<file path="config.mk">
export PLATFORM = sky130hd
export DESIGN_NAME = alu_mc
export DESIGN_NICKNAME = d
export VERILOG_FILES = /design/src/rtl/alu_mc_pkg.sv /design/src/rtl/alu_mc_muldiv.sv /design/src/rtl/alu_mc.sv
export SDC_FILE = /design/constraint.sdc
export NUM_CORES = 1
export LEC_CHECK = 0
export ABC_AREA = 1
export CAP_MARGIN = 30
export CORE_MARGIN = 8
export CORE_UTILIZATION = 60
export CTS_BUF_LIST = sky130_fd_sc_hd__clkbuf_4 sky130_fd_sc_hd__clkbuf_8
export DETAILED_ROUTE_END_ITERATION = 12
export GPL_TIMING_DRIVEN = 0
export HOLD_SLACK_MARGIN = 0.05
export PLACE_DENSITY = 0.89
export SLEW_MARGIN = 20
export SYNTH_ARGS = -nofsm -noshare
export SYNTH_HDL_FRONTEND = slang
export SYNTH_SLANG_ARGS = --single-unit
</file>
<file path="constraint.sdc">
create_clock -name clk -period 4.35 [get_ports clk]
set_clock_uncertainty 0.2 [all_clocks]
set_input_delay 0.6525 -clock clk [delete_from_list [all_inputs] [get_ports clk]]
set_output_delay 0.6525 -clock clk [all_outputs]
set_load 0.02 [all_outputs]
</file>
<file path="src/rtl/alu_mc_pkg.sv">
// alu_mc shared definitions: opcodes, FSM states, flag bundle.
// Reset flag value has z set, matching the all-zero result register.
package alu_mc_pkg;

  localparam logic [3:0] OP_ADD  = 4'd0;
  localparam logic [3:0] OP_SUB  = 4'd1;
  localparam logic [3:0] OP_SHL  = 4'd2;
  localparam logic [3:0] OP_SHR  = 4'd3;
  localparam logic [3:0] OP_OR   = 4'd4;
  localparam logic [3:0] OP_AND  = 4'd5;
  localparam logic [3:0] OP_XOR  = 4'd6;
  localparam logic [3:0] OP_PASS = 4'd7;
  localparam logic [3:0] OP_MUL  = 4'd8;
  localparam logic [3:0] OP_DIV  = 4'd9;

  typedef enum logic {
    ST_IDLE,
    ST_RUN
  } state_e;

  typedef struct packed {
    logic co;
    logic v;
    logic z;
    logic n;
    logic hc;
    logic dz;
  } flags_t;

  localparam flags_t FLAGS_RST = '{
    co: 1'b0, v: 1'b0, z: 1'b1,
    n: 1'b0, hc: 1'b0, dz: 1'b0
  };

endpackage

</file>
<file path="src/rtl/alu_mc_muldiv.sv">
// Iterative unsigned shift-add multiplier and restoring divider.
// done/lo/hi present the final step combinationally on the last RUN edge.
module alu_mc_muldiv
  import alu_mc_pkg::*;
#(
  parameter int WIDTH = 8
) (
  input  logic             clk,
  input  logic             rst_n,
  input  logic             en,
  input  logic             start,
  input  logic             is_div,
  input  logic [WIDTH-1:0] a,
  input  logic [WIDTH-1:0] b,
  output logic             done,
  output logic [WIDTH-1:0] lo,
  output logic [WIDTH-1:0] hi
);

  localparam int CW = $clog2(WIDTH + 1);
  localparam logic [CW-1:0] LAST = CW'(WIDTH - 1);

  state_e               state_q, state_d;
  logic [CW-1:0]        cnt_q, cnt_d;
  logic [2*WIDTH-1:0]   acc_q, acc_d, step;
  logic [WIDTH-1:0]     opnd_q, opnd_d, diff;
  logic                 div_q, div_d;
  logic [WIDTH:0]       madd, rs;

  // acc holds {partial, multiplier} or {remainder, dividend/quotient}
  always_comb begin
    madd = {1'b0, acc_q[2*WIDTH-1:WIDTH]}
         + (acc_q[0] ? {1'b0, opnd_q} : '0);
    rs   = {acc_q[2*WIDTH-1:WIDTH], acc_q[WIDTH-1]};
    diff = rs[WIDTH-1:0] - opnd_q;
    if (!div_q) begin
      step = {madd, acc_q[WIDTH-1:1]};
    end else if (rs >= {1'b0, opnd_q}) begin
      step = {diff, acc_q[WIDTH-2:0], 1'b1};
    end else begin
      step = {rs[WIDTH-1:0], acc_q[WIDTH-2:0], 1'b0};
    end
  end

  assign done = en && (state_q == ST_RUN) && (cnt_q == LAST);
  assign lo   = step[WIDTH-1:0];
  assign hi   = step[2*WIDTH-1:WIDTH];

  always_comb begin
    state_d = state_q;
    cnt_d   = cnt_q;
    acc_d   = acc_q;
    opnd_d  = opnd_q;
    div_d   = div_q;
    if (en) begin
      unique case (state_q)
        ST_IDLE: begin
          if (start) begin
            state_d = ST_RUN;
            cnt_d   = '0;
            acc_d   = {{WIDTH{1'b0}}, is_div ? a : b};
            opnd_d  = is_div ? b : a;
            div_d   = is_div;
          end
        end
        ST_RUN: begin
          acc_d = step;
          cnt_d = cnt_q + 1'b1;
          if (cnt_q == LAST) begin
            state_d = ST_IDLE;
            cnt_d   = '0;
          end
        end
        default: state_d = ST_IDLE;
      endcase
    end
  end

  always_ff @(posedge clk or negedge rst_n) begin
    if (!rst_n) begin
      state_q <= ST_IDLE;
      cnt_q   <= '0;
      acc_q   <= '0;
      opnd_q  <= '0;
      div_q   <= 1'b0;
    end else begin
      state_q <= state_d;
      cnt_q   <= cnt_d;
      acc_q   <= acc_d;
      opnd_q  <= opnd_d;
      div_q   <= div_d;
    end
  end

endmodule

</file>
<file path="src/rtl/alu_mc.sv">
// Multi-cycle ALU: single-cycle datapath with per-nibble decimal
// correction, registered results/flags and an iterative mul/div unit.
module alu_mc
  import alu_mc_pkg::*;
#(
  parameter int WIDTH  = 8,
  parameter int BCD_EN = 1
) (
  input  logic             clk,
  input  logic             rst_n,
  input  logic             en,
  input  logic             in_valid,
  output logic             in_ready,
  input  logic [3:0]       op,
  input  logic [WIDTH-1:0] a,
  input  logic [WIDTH-1:0] b,
  input  logic             ci,
  input  logic             bcd,
  output logic [WIDTH-1:0] out,
  output logic [WIDTH-1:0] hi,
  output logic             out_valid,
  output logic             busy,
  output logic             co,
  output logic             v,
  output logic             z,
  output logic             n,
  output logic             hc,
  output logic             dz
);

  localparam int NN = WIDTH / 4;

  logic             is_sub, is_as, dec, is_mc;
  logic             accept, start, mc_done;
  logic [WIDTH-1:0] bb, dsum, res, hres, mlo, mhi;
  logic [WIDTH:0]   bsum;
  flags_t           fl, mf;

  logic [WIDTH-1:0] out_q, out_d, hi_q, hi_d;
  flags_t           flags_q, flags_d;
  logic             ov_q, ov_d, busy_q, busy_d;
  logic             mdiv_q, mdiv_d;

  assign is_sub   = op == OP_SUB;
  assign is_as    = (op == OP_ADD) || is_sub;
  assign dec      = (BCD_EN != 0) && bcd && is_as;
  assign is_mc    = (op == OP_MUL) || ((op == OP_DIV) && (b != '0));
  assign in_ready = !busy_q && en;
  assign accept   = in_valid && in_ready;
  assign start    = accept && is_mc;

  assign bb   = is_sub ? ~b : b;
  assign bsum = {1'b0, a} + {1'b0, bb} + {{WIDTH{1'b0}}, ci};

  // Nibble carries ripple through the previous generate block
  for (genvar i = 0; i < NN; i++) begin : g_nib
    logic       cin, cout, gt9;
    logic [4:0] s;
    logic [3:0] r;
    if (i == 0) begin : g_c0
      assign cin = ci;
    end else begin : g_cn
      assign cin = g_nib[i-1].cout;
    end
    assign s   = 5'(a[4*i+:4]) + 5'(bb[4*i+:4]) + 5'(cin);
    assign gt9 = s > 5'd9;
    always_comb begin
      r    = s[3:0];
      cout = s[4];
      if (dec && is_sub && !s[4]) begin
        r = s[3:0] - 4'd6;
      end
      if (dec && !is_sub && gt9) begin
        r    = s[3:0] + 4'd6;
        cout = 1'b1;
      end
    end
    assign dsum[4*i+:4] = r;
  end

  always_comb begin
    res  = a;
    hres = '0;
    fl   = '0;
    unique case (1'b1)
      is_as: begin
        res   = dec ? dsum : bsum[WIDTH-1:0];
        fl.co = dec ? g_nib[NN-1].cout : bsum[WIDTH];
        fl.hc = g_nib[0].cout;
        fl.v  = (a[WIDTH-1] == bb[WIDTH-1])
             && (bsum[WIDTH-1] != a[WIDTH-1]);
      end
      op == OP_SHL: begin
        res   = {a[WIDTH-2:0], ci};
        fl.co = a[WIDTH-1];
      end
      op == OP_SHR: begin
        res   = {ci, a[WIDTH-1:1]};
        fl.co = a[0];
      end
      op == OP_OR:  res = a | b;
      op == OP_AND: res = a & b;
      op == OP_XOR: res = a ^ b;
      op == OP_DIV: begin
        res   = '1;
        hres  = a;
        fl.dz = 1'b1;
      end
      default: res = a;
    endcase
    fl.n = res[WIDTH-1];
    fl.z = res == '0;
  end

  alu_mc_muldiv #(.WIDTH(WIDTH)) u_muldiv (
    .clk    (clk),
    .rst_n  (rst_n),
    .en     (en),
    .start  (start),
    .is_div (op == OP_DIV),
    .a      (a),
    .b      (b),
    .done   (mc_done),
    .lo     (mlo),
    .hi     (mhi)
  );

  always_comb begin
    mf    = '0;
    mf.co = !mdiv_q && (mhi != '0);
    mf.z  = mdiv_q ? (mlo == '0) : ({mhi, mlo} == '0);
    mf.n  = mlo[WIDTH-1];
  end

  always_comb begin
    out_d   = out_q;
    hi_d    = hi_q;
    flags_d = flags_q;
    ov_d    = ov_q;
    busy_d  = busy_q;
    mdiv_d  = mdiv_q;
    if (en) begin
      ov_d = 1'b0;
      if (accept && !is_mc) begin
        out_d   = res;
        hi_d    = hres;
        flags_d = fl;
        ov_d    = 1'b1;
      end
      if (start) begin
        busy_d = 1'b1;
        mdiv_d = op == OP_DIV;
      end
      if (mc_done) begin
        out_d   = mlo;
        hi_d    = mhi;
        flags_d = mf;
        ov_d    = 1'b1;
        busy_d  = 1'b0;
      end
    end
  end

  always_ff @(posedge clk or negedge rst_n) begin
    if (!rst_n) begin
      out_q   <= '0;
      hi_q    <= '0;
      flags_q <= FLAGS_RST;
      ov_q    <= 1'b0;
      busy_q  <= 1'b0;
      mdiv_q  <= 1'b0;
    end else begin
      out_q   <= out_d;
      hi_q    <= hi_d;
      flags_q <= flags_d;
      ov_q    <= ov_d;
      busy_q  <= busy_d;
      mdiv_q  <= mdiv_d;
    end
  end

  assign out       = out_q;
  assign hi        = hi_q;
  assign out_valid = ov_q;
  assign busy      = busy_q;
  assign co        = flags_q.co;
  assign v         = flags_q.v;
  assign z         = flags_q.z;
  assign n         = flags_q.n;
  assign hc        = flags_q.hc;
  assign dz        = flags_q.dz;

endmodule

</file>
# ---- Word level (Yosys, flattened, before mapping)
# Index checks and enable logic that the tools add are counted.
dict set report totals {
  reg_bits 55
  input_bits 26
  elab_cells 125
}
dict set report classes {
  n_addsub 13
  magnitude_cmp 3
  eq_ne 12
  mux 39
  bitwise 5
  reduce_logical 37
}
# op count
set op_table {}
lappend op_table {{$mux 8} 10}
lappend op_table {{$pmux 8 s7} 1}
lappend op_table {{$mux 16} 3}
lappend op_table {{$pmux 16 s2} 1}
lappend op_table {{$mux 4} 6}
lappend op_table {{$eq 4x3->1 const B} 4}
lappend op_table {{$logic_and 1x1->1} 16}
lappend op_table {{$logic_not 16->1} 1}
lappend op_table {{$logic_not 8->1} 2}
lappend op_table {{$reduce_bool 8->1} 2}
lappend op_table {{$mux 1} 13}
lappend op_table {{$mux 6} 2}
lappend op_table {{$add 4x4->5} 2}
lappend op_table {{$add 5x1->5} 2}
lappend op_table {{$gt 5x4->1 const B} 2}
lappend op_table {{$add 8x8->9} 1}
lappend op_table {{$add 8x9->9} 1}
lappend op_table {{$add 9x1->9} 1}
lappend op_table {{$ge 9x8->1} 1}
lappend op_table {{$add 4x3->4 const B} 2}
lappend op_table {{$and 8x8->8} 1}
lappend op_table {{$eq 4x2->1 const B} 2}
lappend op_table {{$eq 4x4->1 const B} 2}
lappend op_table {{$not 8->8} 1}
lappend op_table {{other kinds (19)} 30}

# ---- Logic depth before layout (Yosys ltp)
# Gate-level depths: netlist of the first run.
dict set report depth {
  word_depth 17
  depth_mapped 37
  mapped_depth_nobuf 37
}

# ---- By module
# From an unflattened synthesis of the first run, not the netlist that was laid out.
dict set report hier_totals {
  hier_cells 836
  area_unflattened_um2 5512.8
}
# mod instances cells_each area_each_um2 seq_area_each_um2
set modules_own_cells {}
lappend modules_own_cells {alu_mc 1 443 2907.8 601.8}
lappend modules_own_cells {alu_mc_muldiv 1 393 2605.0 750.7}

# ---- Worst setup path after synthesis of the first run
# OpenSTA, ideal clock, no wires.
dict set report synth_path {
  path_kind {input-to-reg}
  startpoint {in op[2]}
  endpoint {reg flags_q, in the netlist z}
  arrival_time_ns 4.384
  required_ns 4.090
  path_slack_ns -0.294
  stages 33
  path_buffers 0
  cell_sequence {nor2_4 -> nand2_4 -> xor2_1 -> fa_1 -> inv_1 -> nand3_1 -> nand2_1 -> nand2_1 -> nand2_1 -> inv_1 -> nand2_1 -> nand2_1 -> nand2_1 -> fa_1 -> inv_1 -> fa_1 -> or2_2 -> nand2_1 -> ha_1 -> nand3b_1 -> nand2_1 -> nand2_1 -> nand2_1 -> nand2_1 -> nand3_1 -> nand2_1 -> nand2_1 -> nand2_1 -> nor2_1 -> nand3_1 -> nand2_1 -> nand2_1 -> nand2_1}
}
dict set report synth_via {
  elab_chain_len 17
}
# item line_no
set synth_lines {}
lappend synth_lines {{from (decl)} alu_mc.sv:14} ;# input logic [3:0] op,
lappend synth_lines {{parallel branches: the longest is 17 deep, another holds $add 4x4->5} --}
lappend synth_lines {{to (signal assigned)} alu_mc.sv:175} ;# flags_q <= flags_d;
lappend synth_lines {{to (decl)} alu_mc.sv:40} ;# flags_t flags_q, flags_d;
# Several ways; the timed one is not identified. The select of a mux whose other input is x is not followed.
# A chain may end at the register's enable or synchronous reset.

# ---- Worst setup path in the final report of the first run
dict set report layout_path {
  startpoint {in op[1]}
  endpoint {reg flags_q, in the netlist z}
}
# Same word-level chain as after synthesis.

==> summary.md, run 1 <==
| Metric | Value |
|---|---|
| Outcome | `complete, but fails checks` |
| Failing checks | `setup timing` |
| Top post-synthesis cells by area | `dfrtp_1 26%, nand2_1 17%, ha_1 11%` |
| Std-Cell Rows | `34` |
| Crit-path most repeated cell | `buf_4` |
| PD cells | `559 mW/mm^2` |
| Layout cells sized above 1 | `16.8%` |
| CTS buffer count | `5` |
| CP Data Arrival Time | `4.66 ns` |
| Routed vias | `6329` |
| CP Max Fanout | `4` |
| Mapped Cells | `782` |
| Die area | `0.0119 sq mm` |
| Syn_area_per_cell | `6.65 sq um` |
| Unique masters post-synth | `41` |
| Post-route insts no fill | `1000` |
| Post-Syn Nets | `857` |
| Worst-skew pair later-pin latency | `0.33 ns` |
| WL/cell | `19.9 um` |
| Sink Count | `54` |
| 1st-iter DRT viols | `815` |
| Sequential fraction of the synthesis area | `26.0%` |
| HP Class | `in -> async` |
| DRT Pass-1 Iters | `7` |
| GRT Resource Usage Total | `31.6%` |
| Max clock buf depth | `2` |
| Max_cap viols | `0` |
| WP buf/inv | `17` |
| IR drop worst, VDD | `0.000273 V` |
| Final Power | `3.70 mW` |
| Synth warn | `0` |
| Crit path launch | `op[1]` |
| Hold Vio Cnt, Final | `0` |
| Max Slew Vio Count | `0` |
| Worst-margin pin slew | `0.704 ns` |
| Top post-synthesis cells by count | `237 x nand2_1, 111 x inv_1, 70 x nand3_1, 59 x o21ai_0, 53 x dfrtp_1` |
| Count leader, synth | `nand2_1` |
| Clock slew seen by the registers of the worst setup and hold paths | `0.12 ns` |
| Crit start category | `input pin` |
| Setup CP Type | `in -> reg` |
| Count of input and output buffers | `50` |
| Slowest CP cell | `fa_2` |
| Initial antenna violation count | `0` |
| CTS tree | `yes` |
| First-pass GRT wire length | `29.3 mm` |
| Async set-or-reset flop fraction in the synthesized netlist | `100%` |
| Die width | `109 um` |
| Worst path required time | `4.40 ns` |
| Top Ports | `51` |
| # diodes | `0` |
| Critical Path End Type | `flop` |
| Total Nets Final | `966` |
| Die height | `109 um` |
| WL final | `19.9 mm` |
| Synth Flop Type | `dfrtp_1` |
| Synthesized cell area | `0.00520 sq mm` |
| Number of global-route vias before repair | `6036` |
| Post-synth EDFFs | `0` |
| # H-tree levels | `2` |
| Gr ovfl total | `0` |
| Largest net degree at the start of global routing | `55` |
| Slew headroom | `52.9%` |
| DRC errors left | `0` |
| Max Clock Freq | `0.217 GHz` |
| CTS Root Cell | `clkbuf_8` |
| Hpwl dp | `13.5 mm` |
| Crit path largest cell delay | `0.36 ns` |
| Setup slack after layout | `-0.256 ns` |
| Area Growth Syn to Fin | `27.3%` |
| Global placer's final weighted congestion | `0.987` |
| Final setup violation count | `5` |
| Seq cells post-synth | `54` |
| Cell family with most CP delay | `buffers and inverters` |
| Dpl cells | `940` |
| Yosys top cell by area | `dfrtp_1` |
| Post-route ant nets | `0` |
| Core ar. | `0.00855 sq mm` |
| Top cell type's share of synthesized area | `25.5%` |
| Starting Density | `60.8%` |
| Tcrit/Tclk final | `106%` |
| RSZ-0062 raised after global routing | `yes` |
| Pleak | `3.42 nW` |
| Vias per cell | `6.33` |
| Tmin final | `4.61 ns` |
| Worst r2r src | `u_muldiv.acc_q[0]` |
==> worst paths after layout <==
path / to / slack [ns] / cells after the start
min in group clk: z / 0.28 / 2
max: z / -0.26 / 36
min: u_muldiv.cnt_q[2] / 0.14 / 1
min reg2reg: z / 0.28 / 2
max in group asynchronous: hc / 3.34 / 1
max reg2reg: z / 1.20 / 19
==> state kept, by name, summed over array words and instances (netlist names), 4 cells and up <==
register         count
hi                   8
out                  8
u_muldiv.acc_q      16
u_muldiv.cnt_q       4
u_muldiv.opnd_q      8
==> metal layers <==
layer / routed length (um) / track usage [%] / vias up / share of wire (%)
li1: - / - / 2802 / -
met4: 1610 / 21.2 / 0 / 8.1
met5: 0 / 0 / - / 0
met1: 7030 / 35.2 / 2859 / 35
met3: 2060 / 6.68 / 185 / 10
met2: 9230 / 53.3 / 483 / 46
==> cells by family after synthesis <==
family,after synthesis,share of synthesized area (%)
simple gates,391,32.5
compound gates,140,16.6
buf+inv,134,9.99
fa+ha+maj,49,12.5
flops,54,26.0
xor+xnor,14,2.36
==> worst reg2reg max path, cell delays in order (launching register included) <==
cell and delay [ns]:
dfrtp_1 0.36, clkbuf_1 0.33, nand2_1 0.10, inv_1 0.07
ha_1 0.20, inv_1 0.07, fa_1 0.39, nor2_1 0.15
o21ai_0 0.12, a21boi_0 0.18, o21ai_0 0.09, nand2_1 0.20
nand2_1 0.07, nor2_1 0.10, nand2_1 0.07, nand2_1 0.12
nand2_1 0.07, nand2_1 0.07, nand2_1 0.05, nand2_1 0.06
==> power by group <==
group | switching, mW | internal, mW | total (mW)
clock network | 0.189 | 0.121 | 0.310
registers | 0.153 | 0.708 | 0.861
logic | 1.59 | 0.940 | 2.53
total | 1.93 | 1.77 | 3.70
==> through the flow <==
step                      setup WS, ns  util (%)  hold slack [ns]  TNS, ns  instance area, sq um
after floorplan                 -0.162         -            0.157   -0.162                  5240
after global placement           -1.33      68.8            0.257    -5.92                  5880
after detailed placement         -1.44      68.7            0.261    -6.53                  5880
after CTS                       -0.101      74.6            0.177   -0.159                  6380
after global routing            -0.442      77.4            0.205    -1.71                  6620
final                           -0.256      77.4            0.142   -0.798                  6620
==> timing repair <==
action / CTS / global route
hold buffers: 0 / 0
cloned: 0 / 0
setup buffers: 43 / 11
endpoints found under the setup margin: 6 / 6
pin swaps: 29 / 28
hold endpoints to repair: 0 / 0
gates resized for setup: 62 / 35
==> cells in the final DEF, fill, tap and decap left out, types with 7 or more instances in the layout <==
master           instances
nand2_1                217
inv_1                  100
nand3_1                 64
o21ai_0                 59
buf_4                   54
dfrtp_1                 53
nor2_1                  44
ha_1                    41
clkdlybuf4s50_1         37
a21oi_1                 21
o211ai_1                17
nand2_2                 16
o221ai_1                15
inv_2                   13
nand2_4                 10
nand4_1                 10
o22ai_1                  9
clkbuf_1                 8
nor2_4                   8
xor2_1                   8
nor3_1                   8
buf_2                    7
==> area by class of cell <==
type / count / area, sq um
fill: 605 / 1930
multi-input combinational: 594 / 3600
timing repair buffer: 102 / 905
buffer: 18 / 83.8
inverter: 116 / 440
clock buffer: 5 / 68.8
clock inverter: 3 / 28.8
tap: 108 / 135
sequential: 54 / 1350
(Power assumes the default switching activity.)
==> inputs of run 2 (changes only) <==
--- a/config.mk
+++ b/config.mk
@@ -7,6 +7,7 @@
 export LEC_CHECK = 0
 export ABC_AREA = 1
 export CAP_MARGIN = 30
+export CORE_ASPECT_RATIO = 0.5
 export CORE_MARGIN = 8
 export CORE_UTILIZATION = 60
 export CTS_BUF_LIST = sky130_fd_sc_hd__clkbuf_4 sky130_fd_sc_hd__clkbuf_8
==> run 2 against run 1 <==
  * Non-clock buffer count decreased by 10
  * Utilization is 1.1 points lower
  * First-iteration DRC count down 15%
  * Final cell count decreased by 0.10%
  * Via count decreased by 3.8%
  * The run still ends with setup timing left
  * Combinational power is 2% lower
  * Largest power group unchanged
  * Hold slack gained 0.021 ns
==> summary.md, run 2 (synthesis results as in run 1) <==
| Metric | Value |
|---|---|
| Outcome | `complete, but fails checks` |
| Failing checks | `setup timing` |
| Largest net degree at the start of global routing | `55` |
| CP Data Arrival Time | `4.62 ns` |
| Sink Count | `54` |
| CTS buffer count | `5` |
| Max Slew Vio Count | `0` |
| Hold Vio Cnt, Final | `0` |
| Crit-path most repeated cell | `nand2_1` |
| Global placer's final weighted congestion | `0.957` |
| Worst-margin pin slew | `0.692 ns` |
| Number of global-route vias before repair | `5624` |
| P_sw | `1.91 mW` |
| Worst path required time | `4.41 ns` |
| Setup WS pre-CTS | `-1.30 ns` |
| Core ar. | `0.00856 sq mm` |
| Setup slack after layout | `-0.206 ns` |
| Post-route ant nets | `0` |
| Sw frac | `52.4%` |
| CTS Hold Bufs | `0` |
| Max Clock Freq | `0.219 GHz` |
| Tcrit/Tclk final | `105%` |
| Max_cap viols | `0` |
| # H-tree levels | `2` |
| GR Util met1 | `36.7%` |
| CTS tree | `yes` |
| Crit start category | `input pin` |
| Die height | `81.8 um` |
| Gr ovfl total | `0` |
| Vias per cell | `6.10` |
| Utilization after layout | `76.2%` |
| Setup CP Type | `in -> reg` |
| Worst-skew pair later-pin latency | `0.32 ns` |
| Die width | `148 um` |
| CP Max Fanout | `4` |
| HP Class | `in -> async` |
| WL final | `18.3 mm` |
| Dpl cells | `949` |
| RSZ-0062 raised after global routing | `yes` |
| Most common cell after layout, fill and taps aside | `nand2_1` |
| Layout cells sized above 1 | `15.4%` |
| Clock slew seen by the registers of the worst setup and hold paths | `0.10 ns` |
| PD cells | `560 mW/mm^2` |
| Clock share of power | `8.4%` |
| GRT Resource Usage Total | `29.1%` |
| Post-route insts no fill | `999` |
| Top Ports | `51` |
| 1st-iter DRT viols | `691` |
| Count of input and output buffers | `50` |
| Internal cell power | `1.74 mW` |
| DRT Pass-1 Iters | `5` |
| DRC errors left | `0` |
| Slew headroom | `53.4%` |
| GRT met2 Usage | `50.7%` |
| Top reg by flops | `u_muldiv.acc_q` |
| Critical Path End Type | `flop` |
| Std-Cell Rows | `24` |
| Slowest CP cell | `clkdlybuf4s50_1` |
| Hpwl dp | `13.1 mm` |
| Commonest non-fill, non-tap cells in the layout | `221 x nand2_1, 97 x inv_1, 67 x nand3_1` |
| WL/cell | `18.3 um` |
| Total Nets Final | `956` |
| Max clock buf depth | `2` |
| Number of flip-flops in the largest register | `16` |
| Final setup violation count | `2` |
| Met3 Usage GRT | `5.94%` |
| Tmin final | `4.56 ns` |
| Comb pwr share | `68.1%` |
| IR drop worst, VDD | `0.000439 V` |
| Sequential power share | `23.4%` |
| GR peak layer | `met2` |
| Starting Density | `60.7%` |
| Pleak | `3.37 nW` |
| First-pass GRT wire length | `28.2 mm` |
| # diodes | `0` |
| Routed vias | `6089` |
| Crit path largest cell delay | `0.50 ns` |
| Die area | `0.0121 sq mm` |
| CTS Root Cell | `clkbuf_8` |
| Area Growth Syn to Fin | `25.5%` |
| Initial antenna violation count | `0` |
==> run 2: changes by cell type in the layout (fill, tap and decap cells not counted), moves of 2 or more <==
cell | previous run | this run
inv_1 | 100 | 97
nand3_1 | 64 | 67
inv_2 | 13 | 15
o221ai_2 | 0 | 2
nand2_2 | 16 | 12
buf_4 | 54 | 41
nand3_2 | 5 | 2
nand2_1 | 217 | 221
clkdlybuf4s15_1 | 2 | 0
o221ai_1 | 15 | 13
buf_6 | 3 | 5
==> run 2: cell type report <==
type | count | area (sq um)
clock inverters | 3 | 28.8
flip-flops and latches | 54 | 1350
inverters | 116 | 443
multi-input cells | 594 | 3560
fillers | 649 | 2030
clock buffers | 5 | 68.8
well taps | 117 | 146
plain buffers | 18 | 83.8
repair buffers | 92 | 843
==> run 2: worst max-delay path, delay by kind of cell <==
kind / cells / cell delay [ns]
xor gates and xnor gates: 1 / 0.16
and+or+nand+nor: 20 / 1.52
buffers and inverters: 6 / 0.88
adders and majority gates: 4 / 1.40
==> run 2: final timing paths <==
path / startpoint / end / slack, ns / depth (start not counted)
max: b[3] / z / -0.21 / 31
min: rst_n / hi[3] / 0.16 / 1
max reg2reg: u_muldiv.acc_q[0] / z / 1.15 / 19
min reg2reg: z / z / 0.29 / 2
max in group asynchronous: rst_n / co / 3.32 / 1
min in group clk: z / z / 0.29 / 2
==> run 2: repair_timing <==
| action | CTS | global route |
|---|---|---|
| pin swaps | 30 | 24 |
| gates resized for setup | 56 | 36 |
| setup endpoints to repair | 5 | 5 |
| buffers inserted | 34 | 12 |
==> run 2: power by group through the flow <==
| stage | sequential [mW] | combinational, mW | clock (mW) |
|---|---|---|---|
| finish | 0.857 | 2.49 | 0.308 |
| CTS | 0.853 | 2.36 | 0.308 |
| global placement | 0.854 | 2.22 | 0 |
| floorplan | 0.917 | 1.46 | 0 |
| global route | 0.877 | 2.72 | 0.334 |
| detailed placement | 0.861 | 2.27 | 0 |
==> run 2: per-layer routing <==
layer	vias to the layer above	part of all wire (%)
met4	0	3.3
met3	73	10
met5	-	0
met2	382	46
li1	2783	-
met1	2851	41
==> run 2: metrics by stage <==
step / area (sq um) / hold slack (ns) / TNS, ns / power [mW]
after CTS: 6300 / 0.198 / -0.223 / 3.52
after global routing: 6520 / 0.211 / -1.04 / 3.94
after global placement: 5890 / 0.260 / -5.19 / 3.07
final: 6520 / 0.164 / -0.217 / 3.66
after detailed placement: 5890 / 0.274 / -5.64 / 3.14
after floorplan: 5240 / 0.157 / -0.162 / 2.38
